--- config.mk ---
export PLATFORM = sky130hd
export DESIGN_NAME = ccd_fifo_packer
export DESIGN_NICKNAME = d
export VERILOG_FILES = /design/src/rtl/ccd_fifo_packer.sv
export SDC_FILE = /design/constraint.sdc
export NUM_CORES = 1
export LEC_CHECK = 0
export CAP_MARGIN = 40
export CORE_UTILIZATION = 50
export DETAILED_ROUTE_END_ITERATION = 8
export GPL_TIMING_DRIVEN = 0
export PLACE_DENSITY = 0.82
export SLEW_MARGIN = 20
export SYNTH_ARGS = -nofsm -noshare
export SYNTH_HDL_FRONTEND = slang
export SYNTH_SLANG_ARGS = --single-unit
--- constraint.sdc ---
create_clock -name iCLK -period 6.1 [get_ports iCLK]
set_input_delay 0.61 -clock iCLK [delete_from_list [all_inputs] [get_ports iCLK]]
set_output_delay 0.61 -clock iCLK [all_outputs]
set_load 0.01 [all_outputs]
--- src/rtl/ccd_fifo_packer.sv ---
// CCD pixel packer: tags each accepted pixel with its X/Y position,
// reduces RGB to 5:6:5 and emits one FIFO write per accepted pixel.
module ccd_fifo_packer #(
  parameter int          FRAME_WIDTH  = 640,
  parameter int          FRAME_HEIGHT = 480,
  parameter logic [9:0]  HIGH_WATER   = 10'd1000
) (
  input  logic        iCLK,
  input  logic        iRST,
  input  logic        iEnable,
  input  logic        iFrameValid,
  input  logic        iLineValid,
  input  logic        iDVAL,
  input  logic [9:0]  iRed,
  input  logic [9:0]  iGreen,
  input  logic [9:0]  iBlue,
  input  logic        iFIFO_WriteFull,
  input  logic [9:0]  iFIFO_WriteUsedw,
  output logic        oFIFO_WriteRequest,
  output logic [35:0] oFIFO_D,
  output logic [15:0] oFrameCount,
  output logic [15:0] oDropCount,
  output logic        oBusy
);

  localparam logic [9:0] X_MAX = 10'(FRAME_WIDTH);
  localparam logic [9:0] Y_MAX = 10'(FRAME_HEIGHT);

  typedef enum logic [1:0] {IDLE, WAIT_SOF, ACTIVE} state_t;

  state_t     state, stateNext;
  logic       frameValidD, lineValidD;
  logic [9:0] xPos, yPos;
  logic       lineHadPixel;

  logic       sof, eof, sol, eol;
  logic       pixValid, inWindow, fifoRoom, accept, drop;
  logic [9:0] xCur;

  assign sof = iFrameValid & ~frameValidD;
  assign eof = ~iFrameValid & frameValidD;
  assign sol = iLineValid & ~lineValidD;
  assign eol = ~iLineValid & lineValidD;

  // A pixel arriving in the same cycle as line start belongs at X=0,
  // so the column is taken as already cleared in that cycle.
  assign xCur     = sol ? '0 : xPos;
  assign pixValid = (state == ACTIVE) && iDVAL && iLineValid;
  assign inWindow = (xCur < X_MAX) && (yPos < Y_MAX);
  assign fifoRoom = !iFIFO_WriteFull && (iFIFO_WriteUsedw < HIGH_WATER);
  assign accept   = pixValid && inWindow && fifoRoom;
  assign drop     = pixValid && inWindow && !fifoRoom;

  assign oBusy = (state == ACTIVE);

  // State register.
  always_ff @(posedge iCLK or negedge iRST) begin
    if (!iRST) state <= IDLE;
    else       state <= stateNext;
  end

  // Capture sequencing: enable is honoured only between frames.
  always_comb begin
    stateNext = state;
    unique case (state)
      IDLE:     if (iEnable) stateNext = WAIT_SOF;
      WAIT_SOF: begin
        if (!iEnable)  stateNext = IDLE;
        else if (sof)  stateNext = ACTIVE;
      end
      ACTIVE:   if (eof) stateNext = WAIT_SOF;
      default:  stateNext = IDLE;
    endcase
  end

  // Edge-detect history, position counters, FIFO write and statistics.
  always_ff @(posedge iCLK or negedge iRST) begin
    if (!iRST) begin
      frameValidD        <= 1'b0;
      lineValidD         <= 1'b0;
      xPos               <= '0;
      yPos               <= '0;
      lineHadPixel       <= 1'b0;
      oFIFO_WriteRequest <= 1'b0;
      oFIFO_D            <= '0;
      oFrameCount        <= '0;
      oDropCount         <= '0;
    end else begin
      frameValidD        <= iFrameValid;
      lineValidD         <= iLineValid;
      oFIFO_WriteRequest <= accept;
      if (accept)
        oFIFO_D <= {xCur, yPos, iRed[9:5], iGreen[9:4], iBlue[9:5]};

      if (state == WAIT_SOF && sof && iEnable) begin
        xPos         <= '0;
        yPos         <= '0;
        lineHadPixel <= 1'b0;
        oDropCount   <= '0;
      end else if (state == ACTIVE) begin
        if (pixValid) begin
          xPos         <= (xCur < X_MAX) ? xCur + 10'd1 : xCur;
          lineHadPixel <= 1'b1;
        end else if (sol) begin
          xPos         <= '0;
          lineHadPixel <= 1'b0;
        end
        if (eol) begin
          lineHadPixel <= 1'b0;
          if (lineHadPixel && (yPos < Y_MAX)) yPos <= yPos + 10'd1;
        end
        if (drop && (oDropCount != 16'hFFFF)) oDropCount <= oDropCount + 16'd1;
        if (eof) oFrameCount <= oFrameCount + 16'd1;
      end
    end
  end

endmodule
-- Word level (Yosys, flattened, before mapping)
Cells that the tools add are included.
- word-level logic and storage cells: 78
- bits in read-only memories: 0
- input bits: 47
- flip-flop bits (word level): 94
- bits in latches: 0
- bits in writable memories: 0
- memories: 0
- div/mod/pow operators: 0
- multiply operators: 0
- shifts and indexed selects: 0
- bitwise logic cells: 9
- order comparisons: 3
- reductions and logical operators: 24
- muxes and demuxes: 22
- equal/unequal tests: 6
- add/sub/neg operators: 4
- operators with widths (operator ; count):
    $mux 10 ; 9
    $mux 16 ; 3
    $add 16x1->16 const B ; 2
    $add 10x1->10 const B ; 2
    $lt 10x10->1 const B ; 2
    $ne 16x16->1 const B ; 1
    $logic_and 1x1->1 ; 11
    $lt 10x9->1 const B ; 1
    $reduce_and 3->1 ; 3
    $mux 2 ; 4
    $reduce_bool 2->1 ; 4
    $pmux 2 s3 ; 1
    $mux 1 ; 5
    $not 1->1 ; 5
    $and 1x1->1 ; 4
    $reduce_and 2->1 ; 2
    $reduce_bool 4->1 ; 1
    $ne 3x3->1 const B ; 1
    $eq 2x1->1 const B ; 1
    $eq 2x2->1 const B ; 1
    $logic_not 1->1 ; 2
    $logic_not 2->1 ; 1
    $ne 2x1->1 const B ; 1
    $ne 2x2->1 const B ; 1

-- Longest topological paths before layout
Gate-level depths: netlist of run 1.
- depth in word-level cells: 11
- gate-level depth with buffers: 7
- mapped depth without buffers: 7

-- Worst setup path after synthesis of run 1
No wires, ideal clock.
- kind: input to register
- start: input iLineValid
- end: register oFIFO_D[0]
- slack: 4.054 ns
- library setup time: 0.125 ns
- path buffers: 1
- stages: 6
- data arrival time: 1.922 ns
- cell sequence: ha_1 > nor2b_1 > a211o_4 > nor2_8 > buf_4 > mux2_2
- word-level cells in the longest chain between the ends: 6
- ends and longest elaborated chain (what ; line ; RTL):
    from (decl) ; 12 ; input logic iLineValid,
    $and 1x1->1 ; 42 ; assign sol = iLineValid & ~lineValidD;
    $mux 10 ; -- ;
    $lt 10x10->1 ; 49 ; assign inWindow = (xCur < X_MAX) && (yPos < Y_MAX);
    $logic_and 1x1->1 ; 49 ;
    $logic_and 1x1->1 * (2 in a row) ; 51 ; assign accept = pixValid && inWindow && fifoRoom;
    to (signal assigned) ; 93 ; oFIFO_D <= {xCur, yPos, iRed[9:5], iGreen[9:4], iBlue[9:5]};
    to (decl) ; 20 ; output logic [35:0] oFIFO_D,
Every way passes the cells marked *; elsewhere a longest branch is shown, timed or not.
A chain may end at the register's enable or synchronous reset.

-- Worst setup path in the final report of run 1
- start: register state[0]
- end: output oBusy
- word-level cells in the longest chain between the ends: 1
- ends and longest elaborated chain (what ; line ; RTL):
    from (decl) ; 31 ; state_t state, stateNext;
    from (signal assigned) ; 59 ; else state <= stateNext;
    $eq 2x2->1 ; 54 ; assign oBusy = (state == ACTIVE);
    to (decl) ; 23 ; output logic oBusy
No other way between the ends.

==> results.md, run 1 <==
| Item | Reported |
| --- | --- |
| Area of the die | 0.00949 mm^2 |
| CTS tree | yes |
| Cells traversed along the worst timing path | nand2b_1 -> inv_1 -> clkdlybuf4s50_1 |
| Netlist area before placement | 0.00455 mm^2 |
| PD cells | 208 mW/mm^2 |
| Slowest cell on the critical path | clkdlybuf4s50_1 |
| Antenna violations before repair | 0 |
| Cts bufs inserted | 9 |
| Worst path max stage delay | 0.59 ns |
| Post-detailed-route wirelength per cell | 15.6 um |
| Fraction of layout instances using a drive strength above 1 | 13.5% |
| Detailed-router iteration count before antenna repair | 4 |
| Biggest fanout along the worst timing path | 9 |
| Number of buffer cells added on primary ports | 99 |
| CTS max path bufs | 2 |
| Post-detailed-route DRC marker count | 0 |
| Sequential area share after synthesis | 51.7% |
| Clock slew at the register clock pins of the worst setup and hold paths | 0.09 ns |
| Starting DRT DRC Count | 175 |
| CP Class | reg2out |
| Fill cells | 682 |
| Std cell rows | 34 |
| Worst endpoint required time | 5.49 ns |
| Tot GR Track Use | 21.6% |
| Skew final | 0.0106 ns |
| Reported max-cap violation count | 0 |
| Number of hold-slack violations in the final timing report | 0 |
| Count of instances resized after the clock tree is built | 0 |
| Yosys warns | 0 |
| Final RePlAce weighted congestion | 0.834 |
| Synth Net Count | 455 |
| Count of flip-flops with a built-in enable after synthesis | 0 |
| Cells taking the most area after synthesis | dfrtp_1, mux2_2, mux2i_1, xnor2_1, nand2_1 |
| Clock latency reported for the late side of the worst-skew pair | 0.35 ns |
| Vias in the first global route | 3483 |
| Post-CTS Repair Setup Buffers | 0 |
| Wire length of the first global-routing pass | 16700 um |
| Post-synthesis area per instance | 11.3 um^2 |
| Total wire length after detailed routing | 9780 um |
| Critical Path Source Type | flop |
| Bufs and invs on worst path | 2 |
| Run status | completed |
| Class of the tightest hold or removal check | in2async |
| Multi-input logic area | 0.00207 mm^2 |
| Number of nets with antenna violations after detailed routing | 0 |
| Fin nets | 566 |
| Critical Path Sink Type | output port |
| Period minus WS final | 2.59 ns |
| Share of the clock period used by the worst path after layout | 42.5% |
| Post-synthesis cell count | 402 |
| Average vias per placed instance | 5.63 |
| Largest net degree at the start of global routing | 66 |
| Count of vias placed by the detailed router | 3524 |
| Most numerous cell in the Yosys netlist | dfrtp_1 |
| Ys flop type | dfrtp_1 |
| Sinks on the clock net | 94 |
| Kind of cell with the highest combined delay on the critical path | buffers and inverters |
| DP Cell Count | 610 |
| Worst path arrival time | 1.98 ns |
| Peak Freq | 0.385 GHz |
| Worst VDD drop | 146 uV |
| Die outline width | 97.4 um |
| Unique masters post-synth | 48 |
| Post-detail-place hpwl | 7090 um |
| Fin Setup TNS | 0 ns |
| Sequential standard cell area | 0.00235 mm^2 |
| Portion of synthesized cell area occupied by the leading cell type | 51.7% |
| Leading cell types by count after synthesis | dfrtp_1, mux2_2, nand2_1 |
| Number of setup violations in the final report | 0 |
| Final count of pins violating max slew | 0 |
| Global route overflow | 0 |
| Number of top-level pins | 117 |
| FF-to-FF setup slack | 3.94 ns |
| Synthesis-to-layout area growth | 29.7% |
| Starting density of the core | 51.9% |
| Pin slew with the least headroom to its limit | 0.674 ns |
| Core region area | 0.00876 mm^2 |
| Leakage power total | 0.00264 uW |
| Async S/R FF share, synth | 100% |
| RSZ-0062 raised after global routing | false |
| Post-cts hold buffer count | 0 |
| Max H-tree Level | 3 |
| Die span in y | 97.4 um |
| Antenna Cells | 0 |
| Cell type with the largest total area after synthesis | dfrtp_1 |
| Clock tree root buffer cell | clkbuf_8 |
| Final Non-Filler Cells | 626 |
| Flip-flop and latch count after synthesis | 94 |
| Rel. slew slack | 55.0% |
[registers in the layout, summed over array words and instances, names as in the netlist]
name,flops
oFIFO_D,36
oDropCount,16
oFrameCount,16
xPos,10
yPos,10
state,2
frameValidD,1
lineHadPixel,1
lineValidD,1
oFIFO_WriteRequest,1
[routing by layer]
metal	vias up	global-route usage, %	wire length, um
li1	1674	-	-
met4	0	6.90	165
met5	-	0	0
met1	1752	28.4	4330
met3	14	3.96	414
met2	84	36.1	4880
[placed cells by master, fill, tap and decap left out, types with 5 or more instances in the layout]
cell type,count
clkbuf_8,9
nand2b_1,16
mux2_2,34
nor2b_1,12
dfrtp_1,94
nor4_2,7
nor4_1,10
nor3_1,7
nor2_1,18
ha_1,6
o21ai_0,7
xor2_1,7
mux2i_1,17
nand2_1,34
a21oi_1,5
and3_1,9
xnor2_1,15
inv_1,11
nand4_1,13
clkbuf_1,8
nand3_1,16
a31oi_1,6
clkdlybuf4s50_1,98
[power by group]
group	leakage [uW]	switching, uW	internal (uW)
clock	0.0000996	223	191
combinational	0.00125	62.6	81.9
sequential	0.00129	19.9	649
total	0.00264	305	921
[kinds of logic after synthesis]
kind of cell | Yosys count | share of synthesized area [%]
adder cells (fa/ha/maj) | 6 | 1.65
flip-flops | 94 | 51.7
multiplexers | 51 | 12.1
XOR/XNOR | 22 | 4.23
AND/OR/NAND/NOR | 161 | 20.6
AO/OA/AOI/OAI | 42 | 6.90
buffers and inverters | 26 | 2.78
[final timing paths]
path / from / to / cells after the start
max reg2reg: state[0] / oFIFO_D[35] / 5
max in group asynchronous: iRST / xPos[9] / 2
max: state[0] / oBusy / 3
min: iRST / oFIFO_D[12] / 1
min reg2reg: oFrameCount[15] / oFrameCount[15] / 1
min in group iCLK: oFrameCount[15] / oFrameCount[15] / 1
[worst register-to-register path, cell delays in order, from the launching register on]
cell      delay (ns)
dfrtp_1         0.48
nand4b_1        0.38
a211o_4         0.43
nor2_8          0.19
buf_4           0.23
mux2_2          0.35
[final cells by class]
class / instances / share of cell area [%]
Inverter: 11 / 0.699
Clock inverter: 7 / 1.25
Buffer: 15 / 1.44
Timing Repair Buffer: 100 / 17.3
Sequential cell: 94 / 39.8
Tap cell: 108 / 2.29
Multi-Input combinational cell: 282 / 35.1
Clock buffer: 9 / 2.10
[per-stage QoR]
step	util [%]	worst slack (ns)	hold slack, ns	area (um^2)	total power, uW
finish	67.4	3.51	0.118	5900	1230
global route	67.4	3.42	0.124	5900	1280
CTS	67.4	3.49	0.114	5900	1240
detailed placement	65.1	3.24	0.467	5710	827
global placement	64.8	1.02	0.458	5680	818
floorplan	-	4.05	0.314	4550	733
No activity file was read; power rests on OpenSTA's default activity.
==> inputs of run 2 (changes only) <==
--- a/config.mk
+++ b/config.mk
@@ -6,10 +6,10 @@
 export NUM_CORES = 1
 export LEC_CHECK = 0
 export CAP_MARGIN = 40
-export CORE_UTILIZATION = 50
+export CORE_UTILIZATION = 49
 export DETAILED_ROUTE_END_ITERATION = 8
 export GPL_TIMING_DRIVEN = 0
-export PLACE_DENSITY = 0.82
+export PLACE_DENSITY = 0.8
 export SLEW_MARGIN = 20
 export SYNTH_ARGS = -nofsm -noshare
 export SYNTH_HDL_FRONTEND = slang
==> constraint.sdc (replaced) <==
create_clock -name iCLK -period 2.7 [get_ports iCLK]
set_input_delay 0.27 -clock iCLK [delete_from_list [all_inputs] [get_ports iCLK]]
set_output_delay 0.27 -clock iCLK [all_outputs]
set_load 0.01 [all_outputs]
==> results.md, run 2 (synthesis results as in run 1) <==
| Item | Reported | vs previous |
| --- | --- | --- |
| Wire length of the first global-routing pass | 16400 um | -1.3% |
| Critical Path Source Type | flop |  |
| Clock latency reported for the late side of the worst-skew pair | 0.36 ns | about the same |
| Die span in y | 98.4 um | +0.99% |
| CTS max path bufs | 2 | unchanged |
| Post-detail-place hpwl | 7050 um | -0.51% |
| Pre-CTS setup slack | 0.187 ns | -3.06 ns |
| Pin slew with the least headroom to its limit | 0.712 ns | +0.0385 ns |
| Antenna violations before repair | 0 | unchanged |
| Core region area | 0.00885 mm^2 | +0.97% |
| Starting density of the core | 51.4% | -0.50 points |
| Final count of pins violating max slew | 0 | unchanged |
| Detailed-router iteration count before antenna repair | 9 | +5 |
| Number of buffer cells added on primary ports | 99 | unchanged |
| Number of hold-slack violations in the final timing report | 0 | unchanged |
| Cells traversed along the worst timing path | nand2b_1 -> inv_1 -> clkdlybuf4s50_1 |  |
| Commonest non-fill, non-tap cell in the layout | clkdlybuf4s50_1 |  |
| Number of top-level pins | 117 | unchanged |
| Biggest fanout along the worst timing path | 9 | unchanged |
| Critical Path Sink Type | output port |  |
| FF-to-FF setup slack | 0.57 ns | -3.37 ns |
| Reported max-cap violation count | 0 | unchanged |
| Post-detailed-route wirelength per cell | 15.4 um | -1.5% |
| Antenna Cells | 0 | unchanged |
| Cts bufs inserted | 9 | unchanged |
| Bufs and invs on worst path | 2 | unchanged |
| Fin nets | 567 | +0.18% |
| Number of setup violations in the final report | 0 | unchanged |
| Peak Freq | 0.454 GHz |  |
| Commonest cells after routing, fill and taps aside | clkdlybuf4s50_1, dfrtp_1, mux2_2, nand2_1, nor2_1 |  |
| Worst endpoint required time | 2.43 ns | -3.06 ns |
| Final RePlAce weighted congestion | 0.892 | +7.0% |
| Worst VDD drop | 334 uV | +130% |
| Tot GR Track Use | 21.4% | -0.21 points |
| Sinks on the clock net | 94 | unchanged |
| Fraction of layout instances using a drive strength above 1 | 13.3% | -0.22 points |
| Period minus WS final | 2.20 ns |  |
| RSZ-0062 raised after global routing | false |  |
| Post-detailed-route DRC marker count | 6 | +6 |
| Clock slew at the register clock pins of the worst setup and hold paths | 0.08 ns | about the same |
| Worst path arrival time | 1.93 ns | -0.05 ns |
| Largest net degree at the start of global routing | 65 | -1.5% |
| Starting DRT DRC Count | 131 | -25% |
| Global route overflow | 0 | unchanged |
| Rel. slew slack | 52.4% | -2.6 points |
| Fin Setup TNS | 0 ns | unchanged |
| Top Registers | oFIFO_D (36), oDropCount (16), oFrameCount (16) |  |
| CP Class | reg2out |  |
| CTS tree | yes |  |
| Final worst-path setup slack | 0.500 ns | -3.01 ns |
| Violated checks | design-rule violations |  |
| Synthesis-to-layout area growth | 31.3% |  |
| Skew final | 0.0134 ns | +0.00277 ns |
| Worst path max stage delay | 0.58 ns | about the same |
| Leakage power total | 0.00268 uW | +1.3% |
| Run status | finished, violations left |  |
| Flip-flop count of the largest register after layout | 36 | unchanged |
| Clock tree root buffer cell | clkbuf_8 |  |
| Std cell rows | 34 | unchanged |
| Average vias per placed instance | 5.59 | -0.67% |
| Vias in the first global route | 3515 | +0.92% |
| PD cells | 505 mW/mm^2 | +140% |
| Core occupancy in the finished layout | 67.6% | +0.19 points |
| Number of nets with antenna violations after detailed routing | 0 | unchanged |
| Area of the die | 0.00968 mm^2 | +2.0% |
| Class of the tightest hold or removal check | in2async |  |
| Most flop-heavy register | oFIFO_D |  |
| Max H-tree Level | 3 | unchanged |
| Share of the clock period used by the worst path after layout | 81.5% |  |
| Kind of cell with the highest combined delay on the critical path | buffers and inverters |  |
| Die outline width | 98.4 um | +0.99% |
| Count of vias placed by the detailed router | 3506 | -0.51% |
| Slowest cell on the critical path | clkdlybuf4s50_1 |  |
| Total wire length after detailed routing | 9650 um | -1.3% |
==> run 2: cell type report <==
| cell class | instances | area, um^2 |
|---|---|---|
| Tap cell | 108 | 135 |
| Fill cell | 690 | 2870 |
| Multi-Input combinational cell | 282 | 2070 |
| Clock buffer | 10 | 128 |
| Clock inverter | 6 | 134 |
| Buffer | 15 | 85.1 |
| Sequential cell | 94 | 2350 |
| Inverter | 11 | 41.3 |
| Timing Repair Buffer | 101 | 1030 |
==> run 2: repair_timing <==
item	in CTS	in global routing
setup buffers	0	0
hold buffers	1	0
endpoints found under the hold margin	30	0
endpoints found under the setup margin	0	0
gates resized for setup	0	0
==> run 2: metrics by stage <==
step           hold WS, ns  total power [uW]  area (um^2)  instances
4_1_cts              0.340              3060         5980        627
3_5_place_dp         0.168              1870         5710        610
3_3_place_gp         0.457              1850         5680        609
2_1_floorplan      -0.0256              1660         4550        402
6_report             0.357              3020         5980        627
5_1_grt              0.359              3150         5980        627
==> run 2: worst paths after layout <==
| kind | from | to | cells past startpoint |
|---|---|---|---|
| worst max-delay path | state[0] | oBusy | 3 |
| worst min-delay path | iRST | oFIFO_D[9] | 2 |
| worst max register to register | state[0] | oFIFO_D[23] | 5 |
| worst min register to register | oFrameCount[15] | oFrameCount[15] | 1 |
| max in group asynchronous | iRST | oFIFO_D[30] | 3 |
| min in group iCLK | iFrameValid | frameValidD | 1 |
==> run 2: per-layer routing <==
metal  track usage, %  up-vias  share of wire, %
met5                0        -                 0
met4             7.69        0               1.3
met3             4.22       11               4.1
met2             35.2       83                49
met1             28.3     1724                46
li1                 -     1688                 -
==> run 2: where the power goes <==
group,internal [uW],switching [uW],total [uW]
logic,185,140,326
registers,1470,45.7,1510
clock network,709,474,1180
==> inputs of run 3 (changes only) <==
--- a/config.mk
+++ b/config.mk
@@ -6,10 +6,10 @@
 export NUM_CORES = 1
 export LEC_CHECK = 0
 export CAP_MARGIN = 40
-export CORE_UTILIZATION = 49
+export CORE_UTILIZATION = 44
 export DETAILED_ROUTE_END_ITERATION = 8
 export GPL_TIMING_DRIVEN = 0
-export PLACE_DENSITY = 0.8
+export PLACE_DENSITY = 0.76
 export SLEW_MARGIN = 20
 export SYNTH_ARGS = -nofsm -noshare
 export SYNTH_HDL_FRONTEND = slang
==> constraint.sdc (replaced) <==
create_clock -name iCLK -period 1.95 [get_ports iCLK]
set_input_delay 0.195 -clock iCLK [delete_from_list [all_inputs] [get_ports iCLK]]
set_output_delay 0.195 -clock iCLK [all_outputs]
set_load 0.01 [all_outputs]
==> results.md, run 3 (synthesis results as in run 1) <==
| Item | Reported | vs previous |
| --- | --- | --- |
| Number of nets with antenna violations after detailed routing | 0 | unchanged |
| Leakage power total | 0.00285 uW | +6.6% |
| Reg-to-reg critical path endpoint | oFIFO_D[32] |  |
| Die span in y | 104 um | +5.4% |
| Fin Setup TNS | 0 ns | unchanged |
| Commonest non-fill, non-tap cell in the layout | clkdlybuf4s50_1 |  |
| Wire length of the first global-routing pass | 17600 um | +7.1% |
| Core region area | 0.00991 mm^2 | +12% |
| Sinks on the clock net | 94 | unchanged |
| Largest net degree at the start of global routing | 53 | -18% |
| Biggest fanout along the worst timing path | 10 | +1 |
| Depth of the critical timing path with buffers and inverters included | 7 | +4 |
| Average vias per placed instance | 5.45 | -2.6% |
| Post-detailed-route wirelength per cell | 16.4 um | +6.5% |
| Flip-flop count of the largest register after layout | 36 | unchanged |
| Clock tree root buffer cell | clkbuf_8 |  |
| Count of vias placed by the detailed router | 3660 | +4.4% |
| Post-detailed-route DRC marker count | 0 | -6 |
| Number of buffer cells added on primary ports | 99 | unchanged |
| Worst path arrival time | 2.18 ns | +0.25 ns |
| CP Class | reg2reg |  |
| Starting density of the core | 45.9% | -5.5 points |
| Number of setup violations in the final report | 0 | unchanged |
| Number of top-level pins | 117 | unchanged |
| Fin nets | 587 | +3.5% |
| Critical Path Sink Type | flop |  |
| Class of the tightest hold or removal check | in2reg |  |
| Period minus WS final | 1.92 ns |  |
| Fill cells | 787 | +14% |
| Peak Freq | 0.519 GHz |  |
| Final Non-Filler Cells | 672 | +7.2% |
| Cts bufs inserted | 9 | unchanged |
| Rel. slew slack | 52.6% | +0.14 points |
| DP Cell Count | 635 | +4.1% |
| Die outline width | 104 um | +5.4% |
| Share of the clock period used by the worst path after layout | 98.7% |  |
| Skew final | 0.0143 ns | +0.000922 ns |
| Worst path max stage delay | 0.39 ns | -0.19 ns |
| Number of hold-slack violations in the final timing report | 0 | unchanged |
| Tot GR Track Use | 20.3% | -1.1 points |
| Kind of cell with the highest combined delay on the critical path | compound AO/OA/AOI/OAI gates |  |
| CTS max path bufs | 2 | unchanged |
| Run status | completed |  |
| Area of the die | 0.0108 mm^2 | +11% |
| Clock slew at the register clock pins of the worst setup and hold paths | 0.10 ns | +0.02 ns |
| Global route overflow | 0 | unchanged |
| Most flop-heavy register | oFIFO_D |  |
| Pin slew with the least headroom to its limit | 0.710 ns | -0.00203 ns |
| Detailed-router iteration count before antenna repair | 5 | -4 |
| Final hold slack | 0.0929 ns | -0.264 ns |
| Total wire length after detailed routing | 11000 um | +14% |
| Critical Path Source | yPos[8] |  |
| Starting DRT DRC Count | 158 | +21% |
| Antenna violations before repair | 0 | unchanged |
| Sequential standard cell area | 0.00236 mm^2 | +0.21% |
| Number of cells on the worst reg-to-reg path | 7 | +2 |
| Slowest cell on the critical path | dfrtp_1 |  |
| Worst VDD drop | 333 uV | -0.34% |
| Launching point of the worst reg2reg path | yPos[8] |  |
| Bufs and invs on worst path | 3 | +1 |
| Synthesis-to-layout area growth | 41.4% |  |
| Cells traversed along the worst timing path | a41o_1 -> buf_6 -> a211o_4 -> nor2_8 -> buf_12 -> buf_16 -> mux2_2 |  |
| Reported max-cap violation count | 0 | unchanged |
| Final count of pins violating max slew | 0 | unchanged |
| Std cell rows | 36 | +5.9% |
| Vias in the first global route | 3565 | +1.4% |
| Worst endpoint required time | 2.20 ns | -0.23 ns |
| Max H-tree Level | 3 | unchanged |
| Clock latency reported for the late side of the worst-skew pair | 0.36 ns | about the same |
| CP endpoint | oFIFO_D[32] |  |
| PD cells | 625 mW/mm^2 | +24% |
| Top Registers | oFIFO_D (36), oDropCount (16), oFrameCount (16) |  |
| Commonest cells after routing, fill and taps aside | clkdlybuf4s50_1, dfrtp_1, nand2_1 |  |
| FF-to-FF setup slack | 0.03 ns | -0.54 ns |
| Final RePlAce weighted congestion | 0.832 | -6.7% |
| Critical Path Source Type | flop |  |
| Antenna Cells | 0 | unchanged |
| CTS tree | yes |  |
| Post-detail-place hpwl | 7190 um | +2.0% |
| Multi-input logic area | 0.00227 mm^2 | +9.3% |
| Fraction of layout instances using a drive strength above 1 | 21.2% | +7.9 points |
## run 3: cell types whose count changed in the layout (fill, tap and decap cells not counted), sizes merged
cell	change
buf	+20
bufinv	-2
inv	+2
clkdlybuf4s50	-1
clkinv	-1
clkinvlp	+1
dlymetal6s2s	+1
## run 3: power by group
| part | total (uW) | leakage [uW] | switching [uW] | internal, uW |
|---|---|---|---|---|
| logic | 496 | 0.00146 | 214 | 282 |
| registers | 2090 | 0.00128 | 61.9 | 2030 |
| clock network | 1440 | 0.000107 | 702 | 734 |
## run 3: metal layers
metal	share of wire, %	vias up	track usage (%)	wire (um)
li1	-	1731	-	-
met1	44	1815	26.4	4830
met2	50	101	33.8	5550
met3	4.6	13	3.59	504
met4	1.2	0	7.55	136
met5	0	-	0	0
## run 3: timing repair
item,4_1_cts,5_1_grt
hold endpoints to repair,42,0
cloned,1,2
buffers inserted,8,11
gates resized for setup,19,45
pin swaps,3,2
endpoints found under the setup margin,39,54
hold buffers,1,0
## run 3: worst min-delay path by stage
| stage | from | end | slack [ns] | cells past startpoint |
|---|---|---|---|---|
| floorplan | iRST | frameValidD | -0.10 | 0 |
| finish | iLineValid | lineValidD | 0.09 | 1 |
| global placement | oFrameCount[15] | oFrameCount[15] | 0.46 | 1 |
| CTS | iRST | oFIFO_D[15] | 0.30 | 2 |
| global route | iLineValid | lineValidD | 0.08 | 1 |
| detailed placement | iRST | oFIFO_D[15] | 0.13 | 1 |
## run 3: area by class of cell
type	instances	share of cell area, %
clock inverters	6	1.46
clock buffers	10	1.98
repair buffers	123	19.8
inverters	11	0.680
plain buffers	13	1.69
well taps	133	2.59
multi-input cells	282	35.2
flip-flops and latches	94	36.6
## run 3: stage by stage
stage               worst slack (ns)  power, uW  area [um^2]  util (%)
floorplan                     0.0440       2290         4550         -
global placement               -2.78       2560         5710      57.6
detailed placement            -0.529       2580         5740      57.9
CTS                          -0.0483       4030         6130      61.8
global route                 -0.0194       4190         6440      64.9
finish                        0.0250       4020         6440      64.9
## run 3: worst register-to-register path: stages (launching register included)
cell and delay (ns):
dfrtp_1 0.39, a41o_1 0.26, buf_6 0.14, a211o_4 0.31, nor2_8 0.13, buf_12 0.15
buf_16 0.13, mux2_2 0.32
